[src/rtl/fp_to_dec_if.sv]
// -----------------------------------------------------------------------------
// fp_to_dec_if
// Handshake bundle for the float-code to integer converter.
//   in_valid / in_ready   : input code handshake (producer -> converter)
//   sign, exp, mant       : compact float code (S, E[2:0], M[3:0])
//   out_valid / out_ready : result handshake (converter -> consumer)
//   dec                   : 12-bit two's-complement result
// Modports:
//   master : the side that supplies codes and consumes results
//   slave  : the converter itself
// -----------------------------------------------------------------------------
interface fp_to_dec_if;
  logic        in_valid;
  logic        in_ready;
  logic        sign;
  logic [2:0]  exp;
  logic [3:0]  mant;
  logic        out_valid;
  logic        out_ready;
  logic [11:0] dec;

  modport master (
    output in_valid,
    input  in_ready,
    output sign,
    output exp,
    output mant,
    input  out_valid,
    output out_ready,
    input  dec
  );

  modport slave (
    input  in_valid,
    output in_ready,
    input  sign,
    input  exp,
    input  mant,
    output out_valid,
    input  out_ready,
    output dec
  );
endinterface

[src/rtl/fp_to_dec.sv]
// -----------------------------------------------------------------------------
// fp_to_dec
// Converts a compact float code value = (-1)^S * M * 2^E into a 12-bit
// two's-complement integer using a one-bit-per-cycle left shifter.
// Ports:
//   clk : rising-edge clock
//   rst : synchronous, active-high reset
//   bus : fp_to_dec_if.slave (input code handshake, result handshake)
// Flow: IDLE -(accept)-> SHIFT (E shifts, then one edge to leave) -> SIGN
//       (apply sign into dec) -> DONE (hold until out_ready) -> IDLE.
// -----------------------------------------------------------------------------
module fp_to_dec (
  input  logic         clk,
  input  logic         rst,
  fp_to_dec_if.slave   bus
);

  typedef enum logic [1:0] {
    ST_IDLE  = 2'd0,
    ST_SHIFT = 2'd1,
    ST_SIGN  = 2'd2,
    ST_DONE  = 2'd3
  } state_t;

  state_t      state_q, state_d;
  logic [10:0] mag_q, mag_d;
  logic [2:0]  cnt_q, cnt_d;
  logic        s_q, s_d;
  logic [11:0] dec_q, dec_d;
  logic        in_ready_q, in_ready_d;
  logic        out_valid_q, out_valid_d;

  // 12-bit negate of the zero-extended magnitude; negative zero folds to 0.
  function automatic logic [11:0] apply_sign(input logic neg, input logic [10:0] mag);
    logic [11:0] ext;
    ext = {1'b0, mag};
    if (neg) begin
      return ~ext + 12'd1;
    end else begin
      return ext;
    end
  endfunction

  // Next-state, datapath and handshake-flag computation.
  always_comb begin
    state_d = state_q;
    mag_d   = mag_q;
    cnt_d   = cnt_q;
    s_d     = s_q;
    dec_d   = dec_q;
    case (state_q)
      ST_IDLE: begin
        // in_ready_q is high exactly in IDLE, so it doubles as the accept gate
        if (bus.in_valid && in_ready_q) begin
          mag_d   = {7'd0, bus.mant};
          cnt_d   = bus.exp;
          s_d     = bus.sign;
          state_d = ST_SHIFT;
        end else begin
          state_d = ST_IDLE;
        end
      end
      ST_SHIFT: begin
        // max magnitude 15 << 7 = 1920 fits in 11 bits, so no overflow check
        if (cnt_q != 3'd0) begin
          mag_d = mag_q << 1;
          cnt_d = cnt_q - 3'd1;
        end else begin
          state_d = ST_SIGN;
        end
      end
      ST_SIGN: begin
        dec_d   = apply_sign(s_q, mag_q);
        state_d = ST_DONE;
      end
      ST_DONE: begin
        if (bus.out_ready) begin
          state_d = ST_IDLE;
        end else begin
          state_d = ST_DONE;
        end
      end
      default: begin
        state_d = ST_IDLE;
      end
    endcase
    // Flags are registered from the next state so they depend on state only.
    in_ready_d  = (state_d == ST_IDLE);
    out_valid_d = (state_d == ST_DONE);
  end

  // State and datapath registers with synchronous reset.
  always_ff @(posedge clk) begin
    if (rst) begin
      state_q     <= ST_IDLE;
      mag_q       <= 11'd0;
      cnt_q       <= 3'd0;
      s_q         <= 1'b0;
      dec_q       <= 12'd0;
      in_ready_q  <= 1'b1;
      out_valid_q <= 1'b0;
    end else begin
      state_q     <= state_d;
      mag_q       <= mag_d;
      cnt_q       <= cnt_d;
      s_q         <= s_d;
      dec_q       <= dec_d;
      in_ready_q  <= in_ready_d;
      out_valid_q <= out_valid_d;
    end
  end

  assign bus.in_ready  = in_ready_q;
  assign bus.out_valid = out_valid_q;
  assign bus.dec       = dec_q;

endmodule

[src/flat_wrapper.sv]
// flat-port wrapper written by rule: the top's interface ports become plain ports
module fp_to_dec_flat 
  (clk, rst, bus_in_valid, bus_in_ready, bus_sign, bus_exp, bus_mant, bus_out_valid, bus_out_ready, bus_dec);
  fp_to_dec_if bus_i ();
  input  logic clk;
  input  logic rst;
  input wire logic [$bits(bus_i.in_valid)-1:0] bus_in_valid;
  output wire logic [$bits(bus_i.in_ready)-1:0] bus_in_ready;
  input wire logic [$bits(bus_i.sign)-1:0] bus_sign;
  input wire logic [$bits(bus_i.exp)-1:0] bus_exp;
  input wire logic [$bits(bus_i.mant)-1:0] bus_mant;
  output wire logic [$bits(bus_i.out_valid)-1:0] bus_out_valid;
  input wire logic [$bits(bus_i.out_ready)-1:0] bus_out_ready;
  output wire logic [$bits(bus_i.dec)-1:0] bus_dec;
  assign bus_i.in_valid = bus_in_valid;
  assign bus_in_ready = bus_i.in_ready;
  assign bus_i.sign = bus_sign;
  assign bus_i.exp = bus_exp;
  assign bus_i.mant = bus_mant;
  assign bus_out_valid = bus_i.out_valid;
  assign bus_i.out_ready = bus_out_ready;
  assign bus_dec = bus_i.dec;
  fp_to_dec u_core (.clk(clk), .rst(rst), .bus(bus_i));
endmodule
[config.mk]
export PLATFORM = sky130hd
export DESIGN_NAME = fp_to_dec_flat
export DESIGN_NICKNAME = d
export VERILOG_FILES = /design/src/rtl/fp_to_dec_if.sv /design/src/rtl/fp_to_dec.sv /design/src/flat_wrapper.sv
export SDC_FILE = /design/constraint.sdc
export NUM_CORES = 1
export LEC_CHECK = 0
export CAP_MARGIN = 30
export CORE_MARGIN = 8
export CORE_UTILIZATION = 42
export DETAILED_ROUTE_END_ITERATION = 12
export GPL_ROUTABILITY_DRIVEN = 0
export GPL_TIMING_DRIVEN = 0
export PLACE_DENSITY = 0.63
export SLEW_MARGIN = 20
export SYNTH_ARGS = -nofsm -noshare
export SYNTH_HDL_FRONTEND = slang
export SYNTH_SLANG_ARGS = --single-unit
[constraint.sdc]
create_clock -name clk -period 3.5 [get_ports clk]
set_input_delay 0.35 -clock clk [delete_from_list [all_inputs] [get_ports clk]]
set_output_delay 0.35 -clock clk [all_outputs]
set_load 0.05 [all_outputs]
==> out/qor.yml, run 1 <==
run_status:
  status: "complete, no violations"
synth:
  synthTopCellsByArea: "dfxtp_1 (41%), a21oi_1 (6.3%), o21ai_0 (5.7%), nand4b_1 (4.1%), xor2_1 (3.5%)"
  ys_types: 34
  synth_ff_type: "dfxtp_1"
  yosysTopAreaCellShare_pct: 41.3
  syn_area_um2: 1500
  syn_inst: 175
  synth_edf_count: 0
  ys_ff_latch: 31
  async_flop_share_pct: 0
  syn_avg_cell_area_um2: 8.59
  yosys.area.top_type: "dfxtp_1"
  synth_nets: 190
  ys.warnings.count: 0
  synth-seq-area-share_pct: 41.3
placement:
  dpl_cell_area_um2: 1800
  hpwl_um: 2710
  io_buffers: 24
  preCtsSetupSlack_ns: 1.55
setup_path:
  end_kind: "flop"
  crit_slowest_cell: "mux2i_2"
  critPathMaxFanout: 10
  crit_chain: "inv_1 -> ha_1 -> nand2b_1 -> buf_2 -> mux2i_2 -> clkbuf_1 -> o21ai_0 -> a21oi_1"
  reg2reg_depth: 8
  crit_arrival_ns: 2.16
  r2r_slack_ns: 1.59
  critPathLaunch: "u_core.cnt_q[0]"
  path_class: "reg2reg"
  rr_endpoint: "u_core.mag_q[3]"
  crit_path_start_kind: "flop"
  max_stage_delay_ns: 0.36
  cp.required_ns: 3.76
  r2r-start: "u_core.cnt_q[0]"
min_path:
  min_path_cells: 2
  min_to: "u_core.bus.dec[1]"
  hold_class: "in2reg"
  min_from: "rst"
clock_tree:
  clkTransAtPathRegs_ns: 0.10
  cts_root_buf: "clkbuf_4"
  cts_tree: "yes"
  hold_buffers: 0
  h-tree-depth: 2
  cts_buffers: 5
  clock_latency_ns: 0.33
  cts_resized: 0
  cts_buffer_depth: 2
  cts_setup_buffers: 0
  cts.sinks: 31
die:
  coreArea_um2: 3390
  die_w_um: 75.8
  die_area_um2: 5750
  rows: 21
  start_util_pct: 44.4
  dieHeight_um: 75.8
  io_pins: 26
timing:
  drv_slew: 0
  fin_setup_tns_ns: 0
  tightestPinTransition_ns: 0.541
  fmax_ghz: 0.525
  fin_crit_sh_pct: 54.5
  rsz0062_at_grt: "false"
  hold_viol: 0
  slew_headroom_pct: 63.9
  fin_skew_ns: 0.00614
  min_period_ns: 1.91
  finalWorstSetupSlack_ns: 1.59
  holdWs_ns: 0.434
  finalSetupViolCount: 0
power:
  cellPowerDensity_nw_per_um2: 670
  peakVddDrop_uv: 411
  p_leak_nw: 0.652
grt:
  antenna_found_initial: 0
  overflow: 0
  grt_pass1_vias: 1274
  grt_max_degree: 11
  grt_pass1_wl_um: 5980
  groute.usage.overall_pct: 13.7
cells_and_area:
  fillers: 307
  drive_gt1_share_pct: 6.28
  area_delta_synth_final_pct: 24.4
  ff_latch_area_um2: 621
  multi_input_area_um2: 808
  antenna_cells: 0
  final_area_um2: 1870
  nNetsFinal: 221
  finish.utilization_pct: 55.2
flow_run:
  cap_violations: 0
drt:
  drc_errors: 0
  wl_um: 3630
  routedWlPerCell_um: 14.4
  dr.pass1.iters: 4
  drt_iter0_drc: 62
  via_count: 1359
  detail-route-antenna-nets: 0
  vias_per_cell: 5.37
[through the flow]
stage / cells / power (mW)
after floorplan: 175 / 0.868
after CTS: 253 / 1.26
final: 253 / 1.25
after global placement: 245 / 1.01
after detailed placement: 245 / 1.02
after global routing: 253 / 1.34
[how the worst max path moves through the flow]
| stage | depth (start not counted) | to | slack (ns) |
|---|---|---|---|
| 5_1_grt | 8 | u_core.mag_q[5] | 1.35 |
| 6_report | 8 | u_core.mag_q[3] | 1.59 |
| 3_3_place_gp | 6 | u_core.mag_q[9] | 1.58 |
| 2_1_floorplan | 4 | u_core.cnt_q[0] | 1.83 |
| 3_5_place_dp | 6 | u_core.mag_q[3] | 1.55 |
| 4_1_cts | 8 | u_core.mag_q[3] | 1.62 |
[sequential cells by signal, summed over array words and instances, names as in the netlist]
name / flops
u_core.bus.in_ready: 1
u_core.mag_q: 11
u_core.state_q: 2
u_core.s_q: 1
u_core.bus.dec: 12
u_core.cnt_q: 3
u_core.bus.out_valid: 1
[cell usage after synthesis, types with 3 or more instances]
| cell type | number |
|---|---|
| a21oi_1 | 19 |
| inv_1 | 5 |
| nand2_1 | 9 |
| nor2_1 | 12 |
| mux2i_1 | 5 |
| or3_1 | 5 |
| nor2b_1 | 4 |
| nor3b_1 | 4 |
| buf_2 | 3 |
| a211oi_1 | 6 |
| o21ai_0 | 17 |
| nand2b_1 | 4 |
| ha_1 | 3 |
| xor2_1 | 6 |
| dfxtp_1 | 31 |
| o31ai_1 | 4 |
| nand4b_1 | 7 |
| clkbuf_1 | 11 |
[final cells by class]
cell class / instances / area share (%)
multi-input cells: 125 / 43.2
flip-flops and latches: 31 / 33.2
repair buffers: 24 / 12.8
clock buffers: 8 / 3.68
well taps: 46 / 3.08
plain buffers: 14 / 3.01
inverters: 5 / 1.00
[metal layers]
metal  vias up  part of all wire [%]  track usage [%]
met3         8                   6.1             4.47
met1       617                    49             18.3
met4         0                   1.8             5.76
met2        41                    43             19.3
met5         -                     0                0
li1        693                     -                -
[report_power, final]
| part | internal (mW) | leakage, nW | switching (mW) |
|---|---|---|---|
| logic | 0.210 | 0.361 | 0.359 |
| registers | 0.412 | 0.252 | 0.0372 |
| clock network | 0.118 | 0.0386 | 0.118 |
| total | 0.740 | 0.652 | 0.514 |
[critical path, delay by kind of cell, from the launching register on]
| kind | cells | cell delay (ns) |
|---|---|---|
| muxes | 1 | 0.36 |
| DFF | 1 | 0.31 |
| buffers and inverters | 3 | 0.65 |
| and+or+nand+nor | 1 | 0.06 |
| adders and majority gates | 1 | 0.17 |
| AOI/OAI and AO/OA | 2 | 0.28 |
[cell families after synthesis]
group	Yosys count	synth area share [%]
adders and majority gates	3	2.50
and+or+nand+nor	54	21.0
AOI/OAI and AO/OA	55	22.0
buffers and inverters	19	4.99
DFF	31	41.3
xor gates and xnor gates	7	4.08
muxes	6	4.24
[placed cells by master (no fill, tap or decap), drive strengths merged, types with 2 or more instances in the layout]
cell type / n
nand3: 2
o21ai: 17
nand2b: 4
clkdlybuf4s50: 24
mux2i: 6
clkbuf: 19
o311ai: 2
nand2: 9
o31ai: 4
nor2: 12
xor2: 6
inv: 5
nor2b: 4
buf: 3
dfxtp: 31
nand4b: 7
or3: 6
a2111oi: 2
ha: 3
nor3b: 4
a211oi: 6
and2: 2
a21oi: 19
(Power assumes the default switching activity.)
==> run 2, diff against run 1 <==
- PLACE_DENSITY: 0.63 -> 0.65
- clock period: 3.5 -> 1.6 ns (I/O delays scaled with it)
==> out/qor.yml, run 2 (same netlist as run 1, synthesis figures left out) <==
run_status:
  status: "complete, no violations"
cells_and_area:
  antenna_cells: 0  # unchanged
  nNetsFinal: 228  # +3.2%
  final_common_cell: "dfxtp_1"
  stdcell_count: 260  # +2.8%
  final_area_um2: 1990  # +6.6%
  area_delta_synth_final_pct: 32.5
  drive_gt1_share_pct: 18.7  # +12 points
  fillers: 300  # -2.3%
  final_cell_mix: "dfxtp_1 (24), a21oi_1 (19), o21ai_0 (17), dlygate4sd2_1 (14), nor2_1 (12)"
  largest_register_ffs: 12  # unchanged
drt:
  via_count: 1455  # +7.1%
  drt_iter0_drc: 102  # +65%
  wl_um: 3990  # +9.9%
  drc_errors: 0  # unchanged
  detail-route-antenna-nets: 0  # unchanged
  dr.pass1.iters: 4  # unchanged
  routedWlPerCell_um: 15.4  # +6.9%
  vias_per_cell: 5.60  # +4.2%
power:
  pwr-share-clk_pct: 14.7  # -4.1 points
  combinationalPowerShare_pct: 51.7  # +6.3 points
  power.net_switching_mw: 1.24  # +140%
  peakVddDrop_uv: 904  # +120%
  cellPowerDensity_nw_per_um2: 1480  # +120%
  swShare_pct: 42.1  # +1.1 points
  p_int_mw: 1.71  # +130%
  seqPwrFrac_pct: 33.7  # -2.1 points
  p_leak_nw: 0.770  # +18%
setup_path:
  critPathMaxFanout: 6  # -4
  crit_family: "simple AND/OR/NAND/NOR gates"
  crit_path_start_kind: "flop"
  crit_slowest_cell: "or4_4"
  r2r-start: "u_core.mag_q[6]"
  path_class: "reg2reg"
  reg2reg_depth: 4  # -4
  crit_buf_inv: 0  # -3
  critPathLaunch: "u_core.mag_q[6]"
  crit_arrival_ns: 1.79  # -0.37 ns
  crit_chain: "or3_1 -> or4_4 -> mux2i_1 -> a21oi_1"
  max_stage_delay_ns: 0.43  # +0.07 ns
  cp.depth: 4  # -4
  cp.required_ns: 1.80  # -1.96 ns
  end_kind: "flop"
  r2r_slack_ns: 0.006  # -1.59 ns
  rr_endpoint: "u_core.bus.dec[10]"
  crit_path_end: "u_core.bus.dec[10]"
timing:
  hold_viol: 0  # unchanged
  fmax_ghz: 0.627  # +20%
  drv_slew: 0  # unchanged
  min_period_ns: 1.59  # -0.312 ns
  tightestPinTransition_ns: 0.527  # -0.0141 ns
  slew_headroom_pct: 64.9  # +0.94 points
  fin_crit_sh_pct: 99.6  # +45 points
  finalSetupViolCount: 0  # unchanged
  rsz0062_at_grt: "true"
  holdWs_ns: 0.237  # -0.197 ns
  fin_skew_ns: 0.00655  # +0.000409 ns
grt:
  groute.usage.overall_pct: 14.6  # +0.99 points
  grt_pass1_wl_um: 6440  # +7.7%
  grt_max_degree: 11  # unchanged
  grt_pass1_vias: 1379  # +8.2%
  antenna_found_initial: 0  # unchanged
  overflow: 0  # unchanged
placement:
  dpl_cell_area_um2: 1800  # about the same
  io_buffers: 24  # unchanged
  place_inst: 245  # unchanged
  hpwl_um: 2760  # +2.0%
clock_tree:
  cts_tree: "yes"
  clkTransAtPathRegs_ns: 0.09  # about the same
  cts_buffers: 5  # unchanged
  cts_buffer_depth: 2  # unchanged
  cts_root_buf: "clkbuf_4"
  h-tree-depth: 2  # unchanged
  hold_buffers: 0  # unchanged
  clock_latency_ns: 0.33  # about the same
  cts.sinks: 31  # unchanged
die:
  start_util_pct: 44.4  # unchanged
  coreArea_um2: 3390  # unchanged
  io_pins: 26  # unchanged
  die_w_um: 75.8  # unchanged
  die_area_um2: 5750  # unchanged
  dieHeight_um: 75.8  # unchanged
  rows: 21  # unchanged
flow_run:
  cap_violations: 0  # unchanged
min_path:
  hold_class: "in2reg"
## run 2: cell types whose count changed in the layout (fill, tap and decap cells not counted), moves of 2 or more
cell	delta
clkbuf_8	-2
buf_4	+7
clkbuf_1	-3
dlygate4sd2_1	+14
dfxtp_2	+5
inv_1	-2
a2111oi_0	-2
ha_1	-2
ha_4	+2
dfxtp_1	-7
clkbuf_2	+3
clkdlybuf4s50_1	-14
dfxtp_4	+2
## run 2: worst min path at each step
| stage | startpoint | endpoint | slack, ns | cells after the start |
|---|---|---|---|---|
| 5_1_grt | rst | u_core.bus.dec[1] | 0.27 | 2 |
| 3_5_place_dp | u_core.bus.dec[7] | u_core.bus.dec[7] | 0.44 | 2 |
| 2_1_floorplan | bus_mant[0] | u_core.mag_q[0] | 0.30 | 2 |
| 6_report | rst | u_core.bus.dec[1] | 0.24 | 2 |
| 3_3_place_gp | u_core.bus.dec[11] | u_core.bus.dec[11] | 0.44 | 1 |
| 4_1_cts | rst | u_core.bus.dec[1] | 0.22 | 2 |
## run 2: routing by layer
metal	GRT usage, %	share of wire, %
met1	19.1	45
met2	21.6	48
met3	4.34	5.8
met4	6.61	1.5
met5	0	0
## run 2: layout make-up
| type | count | area [um2] | share of cell area [%] |
|---|---|---|---|
| inverter | 5 | 21.3 | 1.07 |
| timing repair buffer | 31 | 275 | 13.8 |
| tap | 46 | 57.6 | 2.89 |
| multi-input combinational | 125 | 877 | 44.0 |
| clock buffer | 7 | 45.0 | 2.26 |
| buffer | 14 | 77.6 | 3.89 |
| clock inverter | 1 | 5.00 | 0.251 |
| sequential | 31 | 634 | 31.8 |
## run 2: stage by stage
step	setup TNS, ns	setup slack [ns]	utilization (%)	power (mW)
2_1_floorplan	0	0.00887	-	1.90
3_3_place_gp	-2.88	-0.221	53.2	2.20
3_5_place_dp	-3.56	-0.293	53.2	2.24
4_1_cts	-0.0608	-0.0608	56.4	2.79
5_1_grt	-0.130	-0.0584	58.8	3.15
6_report	0	0.00562	58.8	2.95
## run 2: repair_timing
| action | in CTS | in global routing |
|---|---|---|
| pin swaps | 1 | 5 |
| resized for setup | 30 | 20 |
| buffers inserted | 4 | 3 |
| endpoints found under the setup margin | 31 | 22 |
## run 2: power by group through the flow
stage               Combinational, mW  Clock (mW)  Sequential [mW]
floorplan                       0.732           0             1.17
global placement                 1.21           0            0.993
detailed placement               1.23           0             1.00
CTS                              1.37       0.441            0.978
global route                     1.66       0.483             1.01
finish                           1.52       0.433            0.993
